### config.mk
export PLATFORM = sky130hd
export DESIGN_NAME = sfp_frame_rx
export DESIGN_NICKNAME = d
export VERILOG_FILES = /design/src/rtl/sfp_frame_rx.sv
export SDC_FILE = /design/constraint.sdc
export NUM_CORES = 1
export LEC_CHECK = 0
export CORE_MARGIN = 2
export CORE_UTILIZATION = 50
export CTS_BUF_LIST = sky130_fd_sc_hd__clkbuf_4 sky130_fd_sc_hd__clkbuf_8
export DETAILED_ROUTE_END_ITERATION = 6
export DONT_BUFFER_PORTS = 1
export PLACE_DENSITY = 0.68
export SLEW_MARGIN = 0
export SYNTH_ARGS = -nofsm -noshare
export SYNTH_HDL_FRONTEND = slang
export SYNTH_SLANG_ARGS = --single-unit
export TNS_END_PERCENT = 50
### constraint.sdc
create_clock -name i_clk -period 1.6 [get_ports i_clk]
set_clock_uncertainty 0.15 [all_clocks]
set_input_delay 0.08 -clock i_clk [delete_from_list [all_inputs] [get_ports i_clk]]
set_output_delay 0.08 -clock i_clk [all_outputs]
set_load 0.01 [all_outputs]
### src/rtl/sfp_frame_rx.sv
// sfp_frame_rx: sync-hunting deserializer for the CDR bit stream, with bit-gap watchdog and link qualifier.
// Optional feature: define SFP_FRAME_RX_CRC8_EN to append and check a CRC-8 (poly 0x07) after the payload.
module sfp_frame_rx #(
  parameter int                DATA_W    = 16,
  parameter int                SYNC_W    = 8,
  parameter logic [SYNC_W-1:0] SYNC_WORD = 8'hA7,
  parameter int                GAP_MAX   = 16,
  parameter int                LINK_GOOD = 4
) (
  input  logic              i_clk,
  input  logic              i_res,
  input  logic              i_RecoveryData,
  input  logic              i_DataEn,
  output logic [DATA_W-1:0] o_Data,
  output logic              o_DataValid,
  output logic              o_FrameErr,
  output logic              o_LinkUp
);
  localparam int CNT_MAX = (DATA_W > 8) ? DATA_W : 8;
  localparam int CNT_W   = $clog2(CNT_MAX + 1);
  localparam int GAP_W   = $clog2(GAP_MAX + 1);
  localparam int GOOD_W  = $clog2(LINK_GOOD + 1);

`ifdef SFP_FRAME_RX_CRC8_EN
  typedef enum logic [1:0] {HUNT, PAYLOAD, CHECK} state_t;
`else
  typedef enum logic [1:0] {HUNT, PAYLOAD} state_t;
`endif

  state_t            state;
  logic [SYNC_W-2:0] syncShreg;
  logic [DATA_W-2:0] payShreg;
  logic [CNT_W-1:0]  bitCnt;
  logic [GAP_W-1:0]  gapCnt;
  logic [GOOD_W-1:0] goodCnt;

  logic [SYNC_W-1:0] syncNext;
  logic [DATA_W-1:0] payNext;
  logic [GOOD_W-1:0] goodInc;
  logic              gapHit;
  logic              lastPayBit;
  logic              linkNext;

  assign syncNext   = {syncShreg, i_RecoveryData};
  assign payNext    = {payShreg, i_RecoveryData};
  // Fires on the edge where the idle counter steps onto GAP_MAX; a strobe always clears it instead.
  assign gapHit     = !i_DataEn && (gapCnt == GAP_W'(GAP_MAX - 1));
  assign lastPayBit = (bitCnt == CNT_W'(DATA_W - 1));
  assign goodInc    = (goodCnt == GOOD_W'(LINK_GOOD)) ? goodCnt : goodCnt + GOOD_W'(1);
  assign linkNext   = (goodCnt >= GOOD_W'(LINK_GOOD - 1));

`ifdef SFP_FRAME_RX_CRC8_EN
  logic [DATA_W-1:0] payWord;
  logic [7:0]        crcCalc;
  logic [7:0]        crcNext;
  logic [6:0]        crcRx;
  logic              crcFb;

  assign crcFb   = crcCalc[7] ^ i_RecoveryData;
  assign crcNext = {crcCalc[6:0], 1'b0} ^ (crcFb ? 8'h07 : 8'h00);
`endif

  always_ff @(posedge i_clk) begin
    if (i_res) begin
      state       <= HUNT;
      syncShreg   <= '0;
      payShreg    <= '0;
      bitCnt      <= '0;
      gapCnt      <= '0;
      goodCnt     <= '0;
      o_Data      <= '0;
      o_DataValid <= 1'b0;
      o_FrameErr  <= 1'b0;
      o_LinkUp    <= 1'b0;
`ifdef SFP_FRAME_RX_CRC8_EN
      payWord     <= '0;
      crcCalc     <= '0;
      crcRx       <= '0;
`endif
    end else begin
      o_DataValid <= 1'b0;
      o_FrameErr  <= 1'b0;

      if (i_DataEn)
        gapCnt <= '0;
      else if (gapCnt != GAP_W'(GAP_MAX))
        gapCnt <= gapCnt + GAP_W'(1);

      if (gapHit) begin
        goodCnt  <= '0;
        o_LinkUp <= 1'b0;
        if (state != HUNT) begin
          o_FrameErr <= 1'b1;
          state      <= HUNT;
          syncShreg  <= '0;
        end
      end else if (i_DataEn) begin
        case (state)
          HUNT: begin
            syncShreg <= syncNext[SYNC_W-2:0];
            if (syncNext == SYNC_WORD) begin
              state  <= PAYLOAD;
              bitCnt <= '0;
`ifdef SFP_FRAME_RX_CRC8_EN
              crcCalc <= '0;
`endif
            end
          end

          PAYLOAD: begin
            payShreg <= payNext[DATA_W-2:0];
            bitCnt   <= bitCnt + CNT_W'(1);
`ifdef SFP_FRAME_RX_CRC8_EN
            crcCalc  <= crcNext;
            if (lastPayBit) begin
              payWord <= payNext;
              state   <= CHECK;
              bitCnt  <= '0;
            end
`else
            if (lastPayBit) begin
              o_Data      <= payNext;
              o_DataValid <= 1'b1;
              goodCnt     <= goodInc;
              o_LinkUp    <= linkNext;
              state       <= HUNT;
              syncShreg   <= '0;
            end
`endif
          end

`ifdef SFP_FRAME_RX_CRC8_EN
          CHECK: begin
            crcRx  <= {crcRx[5:0], i_RecoveryData};
            bitCnt <= bitCnt + CNT_W'(1);
            if (bitCnt == CNT_W'(7)) begin
              state     <= HUNT;
              syncShreg <= '0;
              if ({crcRx, i_RecoveryData} == crcCalc) begin
                o_Data      <= payWord;
                o_DataValid <= 1'b1;
                goodCnt     <= goodInc;
                o_LinkUp    <= linkNext;
              end else begin
                o_FrameErr <= 1'b1;
                goodCnt    <= '0;
                o_LinkUp   <= 1'b0;
              end
            end
          end
`endif

          default: begin
            state     <= HUNT;
            syncShreg <= '0;
          end
        endcase
      end
    end
  end
endmodule

==> qor.txt <==
Die Height - 70.7 µm
Filler cells - 390
global routing usage on met3 - 5.70%
cts-stage hold buffer count - 3
Most Used Layer, Global Route - met2
cell taking the most area after synthesis - dfxtp_1
Tot GR Track Use - 18.3%
count leader, synth - nand2_1
# rows - 24
worst-case reg-to-reg path depth - 6
Clock Latency Late Sink - 0.31 ns
die span in x - 70.7 µm
met2 GRT Util - 28.3%
switching power - 464 µW
syn_nets - 280
clk root buf - clkbuf_8
fin cells - 328
Synth Cell Area - 2230 µm²
Area after DPL - 2310 µm²
Synth Area per Inst - 8.31 µm²
Worst VDD drop - 0.413 mV
f_max - 611 MHz
largest net degree at the start of global routing - 51
switching share of total power - 20.0%
Internal - 1.85 mW
CTS buffer count - 5
global route total overflow - 0
hold_ws - -0.321 ns
Combinational Power Share - 1.8%
relative max-transition margin - 66.9%
worst hold path class - primary input to register
grt met1 use - 24.4%
GP Congestion - 0.685
Final period util - 102%
setup slack, reg-to-reg - -0.04 ns
post-DP HPWL - 2.70 mm
hold path depth - 1
Critical Path RT - 1.69 ns
fraction of layout cells with a size suffix above 1 - 17.8%
register area share after synthesis - 49.4%
Vias/cell - 5.52
CTS H-Tree Depth - 2
reg-to-reg startpoint - bitCnt[1]
Setup CP Type - register to register
Post-synth top flop - dfxtp_1
Clock Tree Buf Depth - 2
part of the power in registers - 59.5%
failing checks - negative hold slack, negative setup slack
startpoint type of the worst setup path - register
post-synthesis cell count - 268
synthesis-stage register bit count - 55
Max-cap violations - 0
Final min period - 1.64 ns
Crit. End Element - register
Synth Warn # - 0
footprint of the multi-input gates - 1140 µm²
first-pass GRT wire length - 7.37 mm
Total Wirelength - 4.57 mm
Pre-antenna DRT Iters - 4
cell area after layout - 2600 µm²
worst slew pin tran - 0.495 ns
crit path max fanout - 8
setup violators final - 6
pwr dens - 891 nW/µm²
io pins - 23
WL/cell - 13.9 µm
Core ar. - 4320 µm²
initial drt markers - 122
initial antenna violation count - 0
WHS Endpoint - bitCnt[2]
Yosys top cell area share - 49.4%
Starting Density - 51.5%
Critical Path AT - 1.73 ns
EDFF count, synth - 0
top cells by count, synth - nand2_1 (72), dfxtp_1 (55), a21oi_1 (44), o21ai_0 (13), inv_1 (9)
final worst slack - -0.0377 ns
RSZ-0062 raised after global routing - true
Leak - 0.841 nW
outcome - finished with violations
CTS sink cnt - 55
final slew viol count - 0
FFs w/ async S/R, synth - 0%
vias in the first global route - 1627
Die ar. - 5000 µm²
Register Area - 1110 µm²
Post-layout nets - 288
Vias - 1810
top cells by area, synth - dfxtp_1 (49%), nand2_1 (12%), a21oi_1 (9.9%)
CTS tree - yes
IO buf count - 0
Post-route DRC - 0
final hold vios - 49
Reg-to-Reg End - syncShreg[2]
area grow syn2layout - 16.7%
ANT nets after route - 0
min-delay src - i_res
Clock Pin Slew Worst Setup and Hold Paths - 0.09 ns
count of cell types in the netlist - 35
Clk pwr share - 38.7%
placed cell count - 314
ANT cells - 0
==> cells in the final DEF (no fill, tap or decap), drive strengths merged, types with 2 or more instances in the layout <==
master | netlist | layout
a21oi | 44 | 44
and2 | 2 | 2
and3 | 3 | 4
buf | 11 | 14
clkbuf | 6 | 5
dfxtp | 55 | 55
dlygate4sd3 | 0 | 3
ha | 8 | 8
inv | 9 | 9
nand2 | 72 | 72
nand2b | 3 | 3
nand3 | 6 | 6
nand3b | 4 | 4
nor2 | 8 | 8
nor2b | 3 | 3
nor3 | 3 | 3
o21ai | 13 | 13
o311ai | 2 | 2
or3 | 3 | 3
xnor2 | 2 | 2
==> worst max-delay path, cell delays in order, from the launching register on <==
cell and delay [ns]:
dfxtp_2 0.35, ha_4 0.15, and3_4 0.18, ha_4 0.17, and3b_2 0.34, o21ai_0 0.10, a21oi_1 0.12
==> cell families (layout without fill, tap and decap cells) <==
| logic type | after synthesis | in the layout | synth area share (%) |
|---|---|---|---|
| XOR/XNOR | 3 | 3 | 1.18 |
| AND/OR/NAND/NOR | 111 | 112 | 22.8 |
| flip-flops | 55 | 55 | 49.4 |
| AO/OA/AOI/OAI | 64 | 64 | 15.7 |
| adder cells (fa/ha/maj) | 8 | 8 | 4.49 |
| buffers and inverters | 26 | 33 | 5.95 |
| multiplexers | 1 | 1 | 0.449 |
==> per-layer routing <==
metal  up-vias  part of all wire [%]  wire, µm
li1        909                     -         -
met1       857                    47      2130
met2        36                    47      2130
met3         8                   5.2       237
met4         0                   1.7        79
met5         -                     0         0
==> through the flow <==
| stage | power [mW] | utilization (%) | TNS [ns] | setup WS (ns) |
|---|---|---|---|---|
| after global placement | 1.44 | 53.4 | -0.683 | -0.0867 |
| after CTS | 2.32 | 58.3 | -0.0740 | -0.0172 |
| after detailed placement | 1.44 | 53.4 | -1.04 | -0.126 |
| after floorplan | 1.45 | - | -0.0156 | -0.00156 |
| final | 2.32 | 60.1 | -0.161 | -0.0377 |
| after global routing | 2.40 | 60.1 | -1.30 | -0.113 |
==> cell type report <==
cell class	count	area share [%]
tap	52	2.50
clock inverter	2	1.44
multi-input combinational	188	43.9
sequential	55	42.6
timing repair buffer	17	5.63
inverter	9	1.30
clock buffer	5	2.65
==> how the worst max path moves through the flow <==
stage / start / to
after global routing: bitCnt[1] / syncShreg[2]
after detailed placement: gapCnt[0] / syncShreg[6]
after CTS: bitCnt[1] / syncShreg[3]
after floorplan: bitCnt[1] / o_Data[10]
after global placement: gapCnt[0] / syncShreg[4]
final: bitCnt[1] / syncShreg[2]
==> timing repair <==
item                                    in CTS  in global routing
pin swaps                                    4                  7
gates resized for setup                     17                 19
buffers inserted                             1                  1
endpoints found under the setup margin      13                 25
cloned                                       2                  0
endpoints found under the hold margin       55                 49
==> registers in the layout, indices dropped and copies added (netlist names) <==
register	cells
payShreg	15
goodCnt	3
o_DataValid	1
o_Data	16
bitCnt	5
state	1
o_LinkUp	1
gapCnt	5
syncShreg	7
o_FrameErr	1
==> power groups by stage <==
| stage | combinational [mW] | sequential, mW | clock [mW] |
|---|---|---|---|
| 2_1_floorplan | 0.0430 | 1.41 | 0 |
| 3_3_place_gp | 0.0293 | 1.41 | 0 |
| 3_5_place_dp | 0.0299 | 1.41 | 0 |
| 4_1_cts | 0.0367 | 1.38 | 0.912 |
| 5_1_grt | 0.0450 | 1.38 | 0.973 |
| 6_report | 0.0406 | 1.38 | 0.896 |
(Power assumes the default switching activity.)
